### src/rtl/joy_source_arbiter_pkg.sv
// Shared types and constants for the joystick source arbiter.
// State encoding, direction bit masks and pipeline mode codes; no logic.
package joy_source_arbiter_pkg;

  typedef enum logic [1:0] {
    ST_IDLE,
    ST_SETTLE,
    ST_OWNED,
    ST_RELEASE
  } state_t;

  // Direction nibble layout is {up,down,left,right}
  localparam logic [3:0] DIR_NONE  = 4'b0000;
  localparam logic [3:0] DIR_UP    = 4'b1000;
  localparam logic [3:0] DIR_DOWN  = 4'b0100;
  localparam logic [3:0] DIR_LEFT  = 4'b0010;
  localparam logic [3:0] DIR_RIGHT = 4'b0001;

  localparam logic [3:0] MODE_DISABLED   = 4'd0;
  localparam logic [3:0] MODE_NORMAL     = 4'd1;
  localparam logic [3:0] MODE_CORRECTION = 4'd2;
  localparam logic [3:0] MODE_FOURWAY    = 4'd3;

endpackage

### src/rtl/joy_src_prio_enc.sv
// Lowest-index non-zero source finder; combinational, zero latency, no flow control.
// index is 0 when no source is active, so always qualify it with any.
module joy_src_prio_enc
  import joy_source_arbiter_pkg::*;
#(
  parameter int NUM_SRC = 3,
  localparam int IW = $clog2(NUM_SRC)
) (
  input  logic [NUM_SRC*4-1:0] src_dir,
  output logic [IW-1:0]        index,
  output logic                 any
);

  always_comb begin
    index = '0;
    any   = 1'b0;
    // Descending scan so the lowest active index is the last assignment
    for (int i = NUM_SRC - 1; i >= 0; i--) begin
      if (src_dir[4*i +: 4] != DIR_NONE) begin
        index = IW'(i);
        any   = 1'b1;
      end
    end
  end

endmodule

### src/rtl/joy_source_arbiter.sv
// Grants one directional source ownership of the joy pipeline after a settle check.
// dirout follows the owner with 1-cycle latency; mode changes wait until every input is idle.
module joy_source_arbiter
  import joy_source_arbiter_pkg::*;
#(
  parameter int NUM_SRC       = 3,
  parameter int SETTLE_CYCLES = 4,
  parameter int HOLD_CYCLES   = 48000,
  localparam int IW = $clog2(NUM_SRC),
  localparam int SW = $clog2(SETTLE_CYCLES + 1),
  localparam int HW = $clog2(HOLD_CYCLES + 1)
) (
  input  logic                 clock,
  input  logic                 reset_n,
  input  logic [NUM_SRC*4-1:0] src_dir,
  input  logic [3:0]           mode_in,
  input  logic                 mode_req,
  output logic [3:0]           dirout,
  output logic [3:0]           mode_out,
  output logic [IW-1:0]        owner,
  output logic                 owner_vld,
  output logic                 mode_busy
);

  localparam logic [SW-1:0] SETTLE_LAST = SW'(SETTLE_CYCLES - 1);
  localparam logic [SW-1:0] SETTLE_SAT  = SW'(SETTLE_CYCLES);
  localparam logic [HW-1:0] HOLD_LAST   = HW'(HOLD_CYCLES - 1);
  localparam logic [HW-1:0] HOLD_SAT    = HW'(HOLD_CYCLES);

  state_t          state;
  logic [IW-1:0]   cand;
  logic [SW-1:0]   settle_cnt;
  logic [HW-1:0]   hold_cnt;
  logic [3:0]      pend;
  logic [IW-1:0]   first_idx;
  logic            any_active;
  logic [3:0]      cand_dir;
  logic [3:0]      owner_dir;

  joy_src_prio_enc #(.NUM_SRC(NUM_SRC)) u_prio_enc (
    .src_dir (src_dir),
    .index   (first_idx),
    .any     (any_active)
  );

  assign cand_dir  = src_dir[{cand, 2'b00} +: 4];
  assign owner_dir = src_dir[{owner, 2'b00} +: 4];

  always_ff @(posedge clock or negedge reset_n) begin
    if (!reset_n) begin
      state      <= ST_IDLE;
      cand       <= '0;
      settle_cnt <= '0;
      hold_cnt   <= '0;
      dirout     <= DIR_NONE;
      owner      <= '0;
      owner_vld  <= 1'b0;
      pend       <= MODE_DISABLED;
      mode_out   <= MODE_DISABLED;
      mode_busy  <= 1'b0;
    end else begin
      case (state)
        ST_IDLE: begin
          dirout <= DIR_NONE;
          if (any_active) begin
            cand       <= first_idx;
            settle_cnt <= '0;
            state      <= ST_SETTLE;
          end
        end
        ST_SETTLE: begin
          dirout <= DIR_NONE;
          if (cand_dir == DIR_NONE) begin
            state <= ST_IDLE;
          end else if (settle_cnt == SETTLE_LAST) begin
            state     <= ST_OWNED;
            owner     <= cand;
            owner_vld <= 1'b1;
            dirout    <= cand_dir;
          end else if (settle_cnt != SETTLE_SAT) begin
            settle_cnt <= settle_cnt + 1'b1;
          end
        end
        ST_OWNED: begin
          dirout <= owner_dir;
          if (owner_dir == DIR_NONE) begin
            state    <= ST_RELEASE;
            hold_cnt <= '0;
          end
        end
        ST_RELEASE: begin
          // A re-press by the owner beats the timeout, even on the last hold cycle
          dirout <= owner_dir;
          if (owner_dir != DIR_NONE) begin
            state <= ST_OWNED;
          end else if (hold_cnt == HOLD_LAST) begin
            state     <= ST_IDLE;
            owner_vld <= 1'b0;
          end else if (hold_cnt != HOLD_SAT) begin
            hold_cnt <= hold_cnt + 1'b1;
          end
        end
        default: begin
          state     <= ST_IDLE;
          dirout    <= DIR_NONE;
          owner_vld <= 1'b0;
        end
      endcase

      // Apply the old pending mode first; a same-cycle request re-arms busy after it
      if (mode_busy && state == ST_IDLE && !any_active) begin
        mode_out  <= pend;
        mode_busy <= 1'b0;
      end
      if (mode_req) begin
        pend      <= mode_in;
        mode_busy <= 1'b1;
      end
    end
  end

endmodule

### config.mk
export PLATFORM = sky130hd
export DESIGN_NAME = joy_source_arbiter
export DESIGN_NICKNAME = d
export VERILOG_FILES = /design/src/rtl/joy_source_arbiter_pkg.sv /design/src/rtl/joy_src_prio_enc.sv /design/src/rtl/joy_source_arbiter.sv
export SDC_FILE = /design/constraint.sdc
export NUM_CORES = 1
export LEC_CHECK = 0
export CORE_MARGIN = 1.5
export CORE_UTILIZATION = 38
export DETAILED_ROUTE_END_ITERATION = 8
export HOLD_SLACK_MARGIN = 0.1
export PLACE_DENSITY_LB_ADDON = 0.25
export SETUP_SLACK_MARGIN = 0.4
export SYNTH_ARGS = -nofsm -noshare
export SYNTH_HDL_FRONTEND = slang
export SYNTH_SLANG_ARGS = --single-unit
### constraint.sdc
create_clock -name clock -period 2.4 [get_ports clock]
set_input_delay 0.6 -clock clock [delete_from_list [all_inputs] [get_ports clock]]
set_output_delay 0.6 -clock clock [all_outputs]
set_load 0.01 [all_outputs]
=== Word-level counts from Yosys, hierarchy flattened ===
Cells that the tools add are included.
Widths: inputs -> output; s select.

* Flip-flop bits (word level): 39
* Word-level logic and storage cells: 88
* Input port bits: 19

* Reduce and logical (&&, ||, !) cells: 21
* Bitwise logic cells: 1
* Multiplexer cells: 33
* Add/subtract/negate cells: 2
* Shift-type cells: 2
* Eq/ne operators: 19

{| class="wikitable"
|+ Operators by type and width
! cell !! number
|-
| $mux 16 || 4
|-
| $pmux 16 s2 || 1
|-
| $shiftx 12x5->4 || 2
|-
| $ne 2x2->1 const B || 10
|-
| $mux 2 || 9
|-
| $add 16x1->16 const B || 1
|-
| $eq 16x16->1 const B || 1
|-
| $ne 16x16->1 const B || 1
|-
| $reduce_bool 4->1 || 4
|-
| $reduce_and 5->1 || 3
|-
| $mux 3 || 4
|-
| $pmux 4 s3 || 1
|-
| $mux 1 || 9
|-
| $ne 3x3->1 const B || 3
|-
| $logic_not 4->1 || 2
|-
| $mux 4 || 2
|-
| $pmux 2 s4 || 1
|-
| $reduce_bool 2->1 || 4
|-
| $pmux 3 s2 || 1
|-
| $eq 2x2->1 const B || 2
|-
| $reduce_and 4->1 || 1
|-
| $add 3x1->3 const B || 1
|-
| $eq 3x2->1 const B || 1
|-
| $reduce_and 3->1 || 1
|-
| other kinds (8) || 9
|}

=== Longest topological paths before layout ===
Gate-level depths: netlist (run 1).

* Depth after elaboration: 8
* Depth in mapped cells: 8
* Depth with buffers taken out: 7

=== By module ===
From an unflattened synthesis (run 1), not the netlist that was laid out.

* Cell total of the unflattened synthesis: 234
* Area total of the unflattened synthesis: 2301.0 µm²

{| class="wikitable"
|+ Modules (own cells, without submodules)
! module !! sequential area each (µm²) !! cells an instance !! instances !! area each (µm²)
|-
| joy_source_arbiter || 975.9 || 227 || 1 || 2249.7
|-
| joy_src_prio_enc || 0.0 || 7 || 1 || 51.3
|}

=== Worst setup path after synthesis (run 1) ===
OpenSTA, ideal clock, no wires.

* Kind: input -> register
* Start: in src_dir[8]
* End: reg hold_cnt[8]
* Slack: 181 ps
* Stages on the path: 7
* Setup time: 121 ps
* Required time: 2279 ps
* Arrival: 2098 ps
* Path buffers: 2
* Cell sequence: mux2i_1 > o22ai_1 > or4_4 > buf_6 > or2_1 > buf_2 > a22o_1

* Longest elaborated chain between the ends: 4
* Elaborated cells on any way between the ends: 6

{| class="wikitable"
|+ RTL lines
! item !! RTL line !! text
|-
| start: declaration || joy_source_arbiter.sv:15 || <nowiki>input logic [NUM_SRC*4-1:0] src_dir,</nowiki>
|-
| $shiftx 12x5->4 (*) || joy_source_arbiter.sv:47 || <nowiki>assign owner_dir = src_dir[{owner, 2'b00} +: 4];</nowiki>
|-
| $logic_not 4->1 / $reduce_bool 4->1 (equally long branches) || joy_source_arbiter.sv:86, joy_source_arbiter.sv:94 ||
|-
| $ne 2x2->1 (no source line) || n/a ||
|-
| $reduce_and 5->1 (no source line) (*) || n/a ||
|-
| end signal: assignment || joy_source_arbiter.sv:100 || <nowiki>hold_cnt <= hold_cnt + 1'b1;</nowiki>
|-
| end: declaration || joy_source_arbiter.sv:33 || <nowiki>logic [HW-1:0] hold_cnt;</nowiki>
|}

Mark *: on every way between the ends. The rest lies on a longest branch, timed or not.
A chain may end at the register's enable or synchronous reset.

=== Worst setup path in the final report (run 1) ===
* Start: reg owner[1]
* End: reg hold_cnt[9]

* Longest elaborated chain between the ends: 4
* Elaborated cells on any way between the ends: 6

{| class="wikitable"
|+ RTL lines
! item !! RTL line !! text
|-
| start: declaration || joy_source_arbiter.sv:20 || <nowiki>output logic [IW-1:0] owner,</nowiki>
|-
| start signal: assignment || joy_source_arbiter.sv:77 || <nowiki>owner <= cand;</nowiki>
|-
| $shiftx 12x5->4 (*) || joy_source_arbiter.sv:47 ||
|-
| $logic_not 4->1 / $reduce_bool 4->1 (equally long branches) || joy_source_arbiter.sv:86, joy_source_arbiter.sv:94 ||
|-
| $ne 2x2->1 (no source line) || n/a ||
|-
| $reduce_and 5->1 (no source line) (*) || n/a ||
|}

Marks and branches as above.

==> results.md, run 1 <==
| Group | Metric | This run |
| --- | --- | --- |
| finish | Most common cell after layout, fill and taps aside | sky130_fd_sc_hd__buf_4 |
| placement | DP Cell Count | 359 |
| finish | Commonest non-fill, non-tap cells in the layout | 38 x sky130_fd_sc_hd__buf_4, 36 x sky130_fd_sc_hd__dfrtp_1, 28 x sky130_fd_sc_hd__nand2_1, 16 x sky130_fd_sc_hd__clkdlybuf4s50_1, 13 x sky130_fd_sc_hd__o21ai_0 |
| sta | Final hold violations | 0 |
| logic synthesis | Post-synth EDFFs | 0 |
| placement | Post-Place Worst Slack | -0.248 ns |
| global routing | Met3 track demand over resource | 4.04% |
| floorplan | Initial Util | 39.1% |
| cts | Cell at the root of the clock tree | sky130_fd_sc_hd__clkbuf_8 |
| sta | Transition time of the tightest slew-check pin | 0.523 ns |
| job | Reported max-cap violation count | 0 |
| floorplan | Area enclosed by the die boundary | 6540 um^2 |
| global routing | Met2 Usage GRT | 33.0% |
| logic synthesis | Number of warnings printed during yosys synthesis | 0 |
| sta | Final Max Slew Viols | 0 |
| critical path | Critical path buffer and inverter count | 3 |
| finish | Number of inserted filler cells in the final layout | 507 |
| global routing | Layer with the highest usage after global routing | met2 |
| routing | Wire length per cell | 16.4 um |
| critical path | Critical Path Most Common Cell | sky130_fd_sc_hd__buf_4 |
| logic synthesis | Share of synthesized flip-flops with an asynchronous set or reset | 100% |
| sta | Highest achievable clock rate | 460 MHz |
| global routing | Routing usage on met1 | 28.7% |
| floorplan | Standard-cell rows | 28 |
| global routing | Global route overflow | 0 |
| global routing | Via count of the first global-routing pass | 2230 |
| finish | Share of the core filled with cells in the final layout | 56.3% |
| cts | H-tree levels | 2 |
| logic synthesis | Sequential-to-total area share from yosys stat | 42.4% |
| cts | Maximum count of clock buffers along a single path | 2 |
| run status | Status | completed |
| critical path | Crit. End Element | flop |
| placement | Sum of net half-perimeters after detailed placement | 3.91 mm |
| sta | Worst slew margin | 65.1% |
| cts | Number of buffers inserted during clock tree synthesis | 5 |
| logic synthesis | Netlist area before placement | 2300 um^2 |
| finish | Layout overhead on the synthesized area | 43.9% |
| sta | Worst Slack Setup Final | 0.228 ns |
| routing | Residual DRC | 0 |
| routing | Antenna-violating nets left | 0 |
| finish | Layout cell share with drive strength beyond 1 | 33.3% |
| floorplan | Floorplan core area | 5890 um^2 |
| critical path | Crit Path Class | flop to flop |
| logic synthesis | Flops & latches, synth | 39 |
| cts | Clock input transition at the sequential cells of the worst setup and hold paths | 0.08 ns |
| global routing | Overall global routing resource usage | 21.1% |
| routing | Detailed-route wire length | 6.40 mm |
| finish | Number of cells in the finished layout apart from fillers | 390 |
| global routing | Wire length of the first global-routing pass | 10.7 mm |
| pwr | Pwr Density | 1040 nW/um^2 |
| pwr | Static power due to leakage | 1.37 nW |
| floorplan | I/O pin count | 31 |
| cts | Source-to-sink clock delay at the later pin of the worst-skew pair | 0.30 ns |
| sta | Unrepaired setup endpoints after global routing | yes |
| sta | Final number of setup-violating endpoints | 0 |
| routing | Router iterations before antenna repair | 4 |
| pwr | Max IR drop VDD | 0.000517 V |
| critical path | Worst path slowest cell | sky130_fd_sc_hd__or4_4 |
| routing | Detailed router's first-iteration violation count | 163 |
| sta | Setup TNS | 0 ns |
| logic synthesis | Distinct cell type count after synthesis | 45 |
| critical path | Startpoint types | flop |
| placement | Last weighted congestion value of the routability-driven placer | 0.892 |
| critical path | Crit path required time | 2.57 ns |
| cts | CTS Sinks | 39 |
| placement | Post-Place Cell Area | 2810 um^2 |
| logic synthesis | Synth Net Count | 269 |
| floorplan | Die width | 80.9 um |
| sta | Fin crit share | 90.5% |
| finish | Finished Cell Area | 3310 um^2 |
| cts | Clock tree from TritonCTS | done |
| critical path | Arrival time of the worst setup path | 2.34 ns |
| pwr | Sum of internal, switching and leakage power | 3.45 mW |
| finish | Count of antenna diodes in the layout | 0 |
| global routing | Largest net degree at the start of global routing | 40 |
| floorplan | Die extent in y | 80.9 um |
| cts | Hold_buf cts | 0 |
| worst hold path | Class of the worst hold path | input pin to async pin |
| critical path | Cell chain of the critical path | buf_4 > mux2i_2 > o22ai_2 > buf_4 > or4_4 > buf_4 > o21ai_2 > o221ai_2 |
| critical path | Biggest cell delay along the critical path | 0.54 ns |
| logic synthesis | Most used flip-flop cell after synthesis | sky130_fd_sc_hd__dfrtp_1 |
| sta | Worst hold slack | 0.356 ns |
| placement | IO Port Bufs | 30 |
| critical path | Largest delay share family, worst path | simple AND/OR/NAND/NOR gates |
| routing | Ratio of routed vias to standard cells | 5.77 |
| finish | Final net count | 338 |
| logic synthesis | Number of instances in the synthesized netlist | 245 |
| logic synthesis | Mean Syn Cell Area | 9.40 um^2 |
| critical path | Crit path max fanout | 5 |
| sta | Final Critical Period | 2.17 ns |
| global routing | Initial antenna violation count | 0 |
| routing | Vias after detailed routing | 2250 |
| sta | Worst Clk Skew | 0.00889 ns |
## worst register-to-register path, delay by kind of cell, from the launching register on
kind	cells	cell delay [ns]
muxes	1	0.22
AOI/OAI and AO/OA	3	0.36
buffers and inverters	3	0.47
and+or+nand+nor	1	0.54
DFF	1	0.45
## registers in the layout, indices dropped and copies added, names as in the netlist
signal / cells
settle_cnt: 3
pend: 4
owner_vld: 1
dirout: 4
mode_busy: 1
state: 2
owner: 2
hold_cnt: 16
cand: 2
mode_out: 4
## kinds of logic (layout without fill, tap and decap cells)
kind of cell,Yosys count,count (layout),synth area share (%)
AND/OR/NAND/NOR,97,99,23.3
flip-flops,39,39,42.4
buffers and inverters,22,90,4.35
AO/OA/AOI/OAI,62,62,18.0
adder cells (fa/ha/maj),5,5,2.72
multiplexers,20,20,9.23
## path summary, 6_finish.rpt
| check | end | start | depth (start not counted) | slack [ns] |
|---|---|---|---|---|
| setup / recovery | hold_cnt[9] | owner[1] | 8 | 0.23 |
| max in group asynchronous | owner[0] | reset_n | 2 | 1.65 |
| min in group clock | pend[1] | pend[1] | 1 | 0.50 |
| hold / removal | dirout[3] | reset_n | 2 | 0.36 |
| setup reg to reg | hold_cnt[9] | owner[1] | 8 | 0.23 |
| hold reg to reg | pend[1] | pend[1] | 1 | 0.50 |
## synthesized netlist by cell type, drive strengths merged (2+ instances only)
cell	number	area, um^2
nand2b	2	12.5
o31ai	6	45.0
o211ai	5	37.5
buf	5	36.3
mux2i	10	100
a21oi	3	15.0
o21bai	3	22.5
mux2	10	113
ha	5	62.6
clkbuf	9	33.8
and4	3	26.3
a2bb2oi	5	43.8
nand2	29	109
a22o	2	17.5
nand4	5	31.3
o221ai	4	35.0
nand3	11	55.1
and2	2	12.5
nor2	9	33.8
nand3b	6	45.0
o41ai	2	17.5
o21ai	23	115
nor4bb	3	30.0
and3	4	25.0
or4	5	41.3
nor3	6	30.0
dfrtp	39	976
inv	8	30.0
nor4	5	31.3
o22ai	4	25.0
## power breakdown
group / internal (mW) / switching [mW]
Sequential: 0.848 / 0.329
Clock: 0.337 / 0.251
Combinational: 0.871 / 0.810
## layout make-up
| type | instances | area (um^2) | share of cell area [%] |
|---|---|---|---|
| Sequential cell | 39 | 980 | 29.6 |
| Clock buffer | 6 | 82.6 | 2.49 |
| Tap cell | 75 | 93.8 | 2.83 |
| Clock inverter | 2 | 35.0 | 1.06 |
| Inverter | 8 | 30.0 | 0.906 |
| Multi-Input combinational cell | 186 | 1460 | 44.1 |
| Timing Repair Buffer | 74 | 631 | 19.0 |
## timing repair
item,4_1_cts,5_1_grt
setup endpoints to repair,31,25
resized for setup,44,28
setup buffers,16,5
pin swaps,15,10
hold endpoints to repair,0,0
cloned,2,0
## per-layer routing
metal	vias to the layer above	wire length [um]
met3	16	332
met5	-	0
met2	79	3100
li1	1065	-
met1	1090	2840
met4	0	128
Power figures use the tool's default switching activity.
==> run 2: changes to the inputs <==
--- a/config.mk
+++ b/config.mk
@@ -5,6 +5,7 @@
 export SDC_FILE = /design/constraint.sdc
 export NUM_CORES = 1
 export LEC_CHECK = 0
+export CORE_ASPECT_RATIO = 1.1
 export CORE_MARGIN = 1.5
 export CORE_UTILIZATION = 38
 export DETAILED_ROUTE_END_ITERATION = 8
==> run 2 against run 1 <==
  * Flip-flop and latch count unchanged
  * Sequential power about the same
  * Critical path depth is 1 lower
  * Clock skew shrank 0.0035 ns
  * Worst setup slack lost 0.022 ns
  * Non-clock buffer count fell by 2
  * Routed wire length is 1.5% lower
  * Count of clock-buffer cells in the layout unchanged
  * Power fell by 2.9%
  * Critical path type unchanged
==> results.md, run 2 (synthesis gave the netlist of run 1 again) <==
| Group | Metric | This run | Delta |
| --- | --- | --- | --- |
| run status | Status | completed |  |
| cts | H-tree levels | 2 | unchanged |
| placement | DP Cell Count | 369 | +2.8% |
| placement | IO Port Bufs | 30 | unchanged |
| global routing | Largest net degree at the start of global routing | 40 | unchanged |
| critical path | Startpoint types | flop |  |
| finish | Largest reg by FF count | hold_cnt |  |
| routing | Detailed router's first-iteration violation count | 155 | -4.9% |
| finish | Layout cell share with drive strength beyond 1 | 32.6% | -0.75 points |
| finish | Layout overhead on the synthesized area | 44.1% |  |
| global routing | Overall global routing resource usage | 20.2% | -0.95 points |
| pwr | Static power due to leakage | 1.38 nW | +0.42% |
| sta | Fin crit share | 91.4% | +0.92 points |
| cts | Maximum count of clock buffers along a single path | 2 | unchanged |
| sta | Worst Clk Skew | 0.00539 ns | -0.00350 ns |
| routing | Vias after detailed routing | 2226 | -1.1% |
| finish | Count of antenna diodes in the layout | 0 | unchanged |
| critical path | Crit. End Element | flop |  |
| routing | Antenna-violating nets left | 0 | unchanged |
| sta | Final number of setup-violating endpoints | 0 | unchanged |
| floorplan | Die extent in y | 84.7 um | +4.7% |
| sta | Final Critical Period | 2.19 ns | +0.0220 ns |
| pwr | Max IR drop VDD | 0.000584 V | +13% |
| sta | Highest achievable clock rate | 456 MHz | -1.0% |
| critical path | Arrival time of the worst setup path | 2.37 ns | +0.03 ns |
| cts | Number of buffers inserted during clock tree synthesis | 5 | unchanged |
| global routing | Initial antenna violation count | 0 | unchanged |
| finish | Number of inserted filler cells in the final layout | 528 | +4.1% |
| sta | Final Max Slew Viols | 0 | unchanged |
| floorplan | Die width | 77.2 um | -4.5% |
| cts | Hold_buf cts | 0 | unchanged |
| job | Reported max-cap violation count | 0 | unchanged |
| placement | Last weighted congestion value of the routability-driven placer | 0.823 | -7.7% |
| finish | Number of cells in the finished layout apart from fillers | 390 | unchanged |
| routing | Router iterations before antenna repair | 4 | unchanged |
| routing | Detailed-route wire length | 6.31 mm | -1.5% |
| sta | Transition time of the tightest slew-check pin | 0.843 ns | +0.320 ns |
| finish | Commonest non-fill, non-tap cells in the layout | 36 x sky130_fd_sc_hd__dfrtp_1, 36 x sky130_fd_sc_hd__buf_4, 28 x sky130_fd_sc_hd__nand2_1, 16 x sky130_fd_sc_hd__clkdlybuf4s50_1, 15 x sky130_fd_sc_hd__o21ai_0 |  |
| finish | Final net count | 336 | -0.59% |
| cts | Clock input transition at the sequential cells of the worst setup and hold paths | 0.08 ns | about the same |
| worst hold path | Class of the worst hold path | input pin to async pin |  |
| floorplan | Floorplan core area | 5810 um^2 | -1.4% |
| sta | Final hold violations | 0 | unchanged |
| routing | Ratio of routed vias to standard cells | 5.71 | -1.1% |
| global routing | Global route overflow | 0 | unchanged |
| critical path | Crit path required time | 2.58 ns | about the same |
| placement | Sum of net half-perimeters after detailed placement | 4.08 mm | +4.5% |
| floorplan | Standard-cell rows | 29 | +3.6% |
| cts | Source-to-sink clock delay at the later pin of the worst-skew pair | 0.29 ns | about the same |
| floorplan | Initial Util | 39.7% | +0.54 points |
| critical path | Crit path max fanout | 5 | unchanged |
| global routing | Wire length of the first global-routing pass | 10.5 mm | -2.2% |
| floorplan | I/O pin count | 31 | unchanged |
| sta | Worst Slack Setup Final | 0.206 ns | -0.0220 ns |
| sta | Unrepaired setup endpoints after global routing | yes |  |
| cts | Cell at the root of the clock tree | sky130_fd_sc_hd__clkbuf_8 |  |
| cts | Clock tree from TritonCTS | done |  |
| cts | CTS Sinks | 39 | unchanged |
| pwr | Pwr Density | 1010 nW/um^2 | -3.0% |
| finish | Multi-input combinational cell area | 1470 um^2 | +0.77% |
| critical path | Crit Path Class | flop to flop |  |
| routing | Residual DRC | 0 | unchanged |
| floorplan | Area enclosed by the die boundary | 6540 um^2 | about the same |
| routing | Wire length per cell | 16.2 um | -1.5% |
| finish | Area taken by flip-flops and latches | 980 um^2 | unchanged |
| placement | Post-Place Worst Slack | -0.273 ns | -0.0252 ns |
| finish | Number of flip-flops in the largest register | 16 | unchanged |
| sta | Worst slew margin | 43.8% | -21 points |
| global routing | Via count of the first global-routing pass | 2157 | -3.3% |
-- run 2: final timing paths --
check | startpoint | end | slack (ns) | cells after the start
worst max-delay path | owner[1] | hold_cnt[6] | 0.21 | 7
worst min-delay path | reset_n | dirout[3] | 0.40 | 1
worst max register to register | owner[1] | hold_cnt[6] | 0.21 | 7
worst min register to register | pend[3] | pend[3] | 0.50 | 1
max in group asynchronous | reset_n | owner[0] | 1.41 | 1
min in group clock | pend[3] | pend[3] | 0.50 | 1
-- run 2: routing by layer --
metal	vias to the layer above	track usage (%)	part of all wire, %
li1	1069	-	-
met1	1096	25.6	45
met2	51	34.7	49
met3	10	3.80	4.6
met4	0	6.12	1.7
met5	-	0	0
-- run 2: critical path, cell delays in order, from the launching register on --
cell                      delay, ns
sky130_fd_sc_hd__dfrtp_2       0.45
sky130_fd_sc_hd__buf_6         0.13
sky130_fd_sc_hd__mux2i_2       0.19
sky130_fd_sc_hd__o22ai_2       0.15
sky130_fd_sc_hd__or4_4         0.60
sky130_fd_sc_hd__buf_4         0.16
sky130_fd_sc_hd__o31ai_2       0.31
sky130_fd_sc_hd__o21ai_2       0.08
-- run 2: cell type report --
cell class / count / area share [%]
repair buffers: 72 / 18.7
multi-input cells: 186 / 44.4
clock buffers: 6 / 2.49
flip-flops and latches: 39 / 29.5
clock inverters: 2 / 1.06
inverters: 8 / 0.905
well taps: 77 / 2.90
-- run 2: what timing repair did --
action,in CTS,in global routing
gates cloned,2,0
gates resized for setup,40,29
buffers inserted,8,3
pin swaps,13,10
setup endpoints to repair,31,29
-- run 2: report_power, final --
| part | internal [mW] | leakage (nW) | switching [mW] |
|---|---|---|---|
| Combinational | 0.805 | 0.850 | 0.813 |
| Sequential | 0.849 | 0.469 | 0.306 |
| Clock | 0.336 | 0.0612 | 0.236 |
| Total | 1.99 | 1.38 | 1.36 |
-- run 2: stage by stage --
step	setup TNS [ns]	hold slack, ns	power (mW)	util, %	cell area [um^2]
final	0	0.402	3.35	57.2	3320
after global routing	0	0.507	3.58	57.2	3320
after CTS	0	0.454	3.17	54.7	3180
after detailed placement	-4.22	0.493	2.37	49.4	2870
after global placement	-3.21	0.486	2.35	49.4	2870
after floorplan	0	0.304	1.90	-	2330
==> run 3: changes to the inputs <==
--- a/config.mk
+++ b/config.mk
@@ -9,9 +9,11 @@
 export CORE_MARGIN = 1.5
 export CORE_UTILIZATION = 38
 export DETAILED_ROUTE_END_ITERATION = 8
+export GPL_TIMING_DRIVEN = 0
 export HOLD_SLACK_MARGIN = 0.1
 export PLACE_DENSITY_LB_ADDON = 0.25
 export SETUP_SLACK_MARGIN = 0.4
 export SYNTH_ARGS = -nofsm -noshare
 export SYNTH_HDL_FRONTEND = slang
 export SYNTH_SLANG_ARGS = --single-unit
+export TNS_END_PERCENT = 10
==> run 3 against run 2 <==
  * Die area unchanged
  * Via count down 4.9%
  * Flip-flop and latch count unchanged
  * Hold slack worse by 0.15 ns
  * Final area is 10% lower
  * Global-route usage decreased by 2.3 points
  * Final cell count decreased by 5.6%
  * Combinational power down 14%
  * Highest routed layer unchanged
==> results.md, run 3 (synthesis gave the netlist of run 1 again) <==
| Group | Metric | This run | Delta |
| --- | --- | --- | --- |
| finish | Count of antenna diodes in the layout | 0 | unchanged |
| worst hold path | Class of the worst hold path | input pin to async pin |  |
| sta | Worst hold slack | 0.257 ns | -0.146 ns |
| critical path | Startpoint types | input pin |  |
| sta | Worst Slack Setup Final | 0.150 ns | -0.0562 ns |
| cts | Maximum count of clock buffers along a single path | 2 | unchanged |
| sta | Fin crit share | 93.7% | +2.3 points |
| placement | IO Port Bufs | 30 | unchanged |
| cts | Number of buffers inserted during clock tree synthesis | 5 | unchanged |
| cts | Hold_buf cts | 0 | unchanged |
| run status | Status | completed |  |
| cts | Clock input transition at the sequential cells of the worst setup and hold paths | 0.09 ns | about the same |
| critical path | Worst path slowest cell | sky130_fd_sc_hd__or4_4 |  |
| critical path | Arrival time of the worst setup path | 2.44 ns | +0.07 ns |
| cts | H-tree levels | 2 | unchanged |
| floorplan | I/O pin count | 31 | unchanged |
| floorplan | Standard-cell rows | 29 | unchanged |
| sta | Final hold violations | 0 | unchanged |
| global routing | Global route overflow | 0 | unchanged |
| job | Reported max-cap violation count | 0 | unchanged |
| critical path | Reg-to-reg setup timing slack | 0.18 ns | -0.03 ns |
| routing | Vias after detailed routing | 2117 | -4.9% |
| pwr | Max IR drop VDD | 0.000454 V | -22% |
| critical path | Critical R2R Launch | owner[1] |  |
| critical path | Crit path max fanout | 10 | +5 |
| finish | Largest reg by FF count | hold_cnt |  |
| critical path | Crit. End Element | flop |  |
| placement | DP Cell Count | 353 | -4.3% |
| critical path | Crit Path Class | input pin to flop |  |
| critical path | Biggest cell delay along the critical path | 0.53 ns | -0.07 ns |
| critical path | Critical register-to-register path endpoint | hold_cnt[8] |  |
| finish | Number of cells in the finished layout apart from fillers | 368 | -5.6% |
| sta | Unrepaired setup endpoints after global routing | yes |  |
| finish | Commonest non-fill, non-tap cells in the layout | 39 x sky130_fd_sc_hd__dfrtp_1, 29 x sky130_fd_sc_hd__nand2_1, 22 x sky130_fd_sc_hd__o21ai_0, 17 x sky130_fd_sc_hd__clkdlybuf4s50_1 |  |
| global routing | Via count of the first global-routing pass | 1972 | -8.6% |
| placement | Post-Place Worst Slack | -0.374 ns | -0.101 ns |
| routing | Antenna-violating nets left | 0 | unchanged |
| routing | Router iterations before antenna repair | 4 | unchanged |
| finish | Number of flip-flops in the largest register | 16 | unchanged |
| critical path | Cell chain of the critical path | dlygate4sd2_1 > mux2i_1 > o22ai_1 > or4_4 > buf_6 > or2_4 > buf_8 > a22o_1 |  |
| pwr | Pwr Density | 1010 nW/um^2 | -0.16% |
| placement | Last weighted congestion value of the routability-driven placer | 0.827 | +0.39% |
| critical path | Crit path required time | 2.59 ns | about the same |
| sta | Transition time of the tightest slew-check pin | 0.495 ns | -0.347 ns |
| floorplan | Area enclosed by the die boundary | 6540 um^2 | unchanged |
| finish | Final net count | 314 | -6.5% |
| cts | Clock tree from TritonCTS | done |  |
| floorplan | Initial Util | 39.7% | unchanged |
| routing | Detailed router's first-iteration violation count | 140 | -9.7% |
| finish | Layout overhead on the synthesized area | 29.0% |  |
| routing | Wire length per cell | 15.5 um | -4.2% |
| finish | Layout cell share with drive strength beyond 1 | 17.2% | -15 points |
| sta | Final Max Slew Viols | 0 | unchanged |
| global routing | Largest net degree at the start of global routing | 40 | unchanged |
| pwr | Static power due to leakage | 1.20 nW | -13% |
| routing | Ratio of routed vias to standard cells | 5.75 | +0.79% |
| critical path | Length in cells of the worst reg-to-reg path | 8 | +1 |
| routing | Residual DRC | 0 | unchanged |
| placement | Sum of net half-perimeters after detailed placement | 3.91 mm | -4.2% |
| sta | Highest achievable clock rate | 444 MHz | -2.5% |
| sta | Worst slew margin | 67.0% | +23 points |
| floorplan | Die width | 77.2 um | unchanged |
| global routing | Overall global routing resource usage | 17.8% | -2.3 points |
| cts | Cell at the root of the clock tree | sky130_fd_sc_hd__clkbuf_8 |  |
| finish | Most common cell after layout, fill and taps aside | sky130_fd_sc_hd__dfrtp_1 |  |
| floorplan | Die extent in y | 84.7 um | unchanged |
| sta | Worst Clk Skew | 0.0107 ns | +0.00533 ns |
| global routing | Wire length of the first global-routing pass | 9.34 mm | -11% |
| cts | Source-to-sink clock delay at the later pin of the worst-skew pair | 0.30 ns | about the same |
| cts | CTS Sinks | 39 | unchanged |
| routing | Detailed-route wire length | 5.70 mm | -9.6% |
| floorplan | Floorplan core area | 5810 um^2 | unchanged |
| global routing | Initial antenna violation count | 0 | unchanged |
| sta | Final number of setup-violating endpoints | 0 | unchanged |
| pwr | Sum of internal, switching and leakage power | 2.99 mW | -11% |
| sta | Final Critical Period | 2.25 ns | +0.0562 ns |
-- run 3: area by class of cell --
class                      instances  area [um^2]
inverter                           8         30.0
tap                               77         96.3
multi-input combinational        184         1320
fill                             550         2830
sequential                        39          976
clock buffer                       5         68.8
timing repair buffer              38          354
clock inverter                     3         43.8
buffer                            14         83.8
-- run 3: layer usage --
metal  global-route usage (%)  wire [um]  share of wire, %
met5                        0          0                 0
met2                     29.6       2800                49
met4                     8.10        105               1.8
met1                     22.7       2580                45
met3                     2.83        209               3.7
-- run 3: through the flow --
stage,setup TNS (ns),util (%),area [um^2]
global placement,-19.56,46.7,2710
global route,0,51.2,2970
finish,0,51.2,2970
floorplan,0,-,2310
CTS,0,50.1,2910
detailed placement,-7.66,46.9,2720
-- run 3: how the worst max path moves through the flow --
stage / endpoint / cells after the start / slack (ns) / from
5_1_grt: hold_cnt[8] / 8 / 0.12 / src_dir[9]
4_1_cts: hold_cnt[8] / 8 / 0.20 / src_dir[10]
3_3_place_gp: state[1] / 8 / -0.37 / src_dir[9]
6_report: hold_cnt[8] / 8 / 0.15 / src_dir[9]
2_1_floorplan: hold_cnt[8] / 7 / 0.24 / src_dir[9]
3_5_place_dp: hold_cnt[0] / 7 / -0.37 / src_dir[9]
-- run 3: what timing repair did --
action / 4_1_cts / 5_1_grt
pin swaps: 7 / 6
buffers inserted: 4 / 2
resized for setup: 23 / 13
gates cloned: 1 / 0
endpoints found under the setup margin: 29 / 28
-- run 3: where the power goes --
group	internal [mW]	total [mW]	switching (mW)
sequential	0.846	1.04	0.191
clock	0.310	0.560	0.250
combinational	0.613	1.39	0.781
total	1.77	2.99	1.22
-- run 3: critical path, delay by kind of cell --
| kind | cells | cell delay [ns] |
|---|---|---|
| buffers and inverters | 3 | 0.57 |
| AO/OA/AOI/OAI | 2 | 0.33 |
| AND/OR/NAND/NOR | 2 | 0.78 |
| multiplexers | 1 | 0.16 |
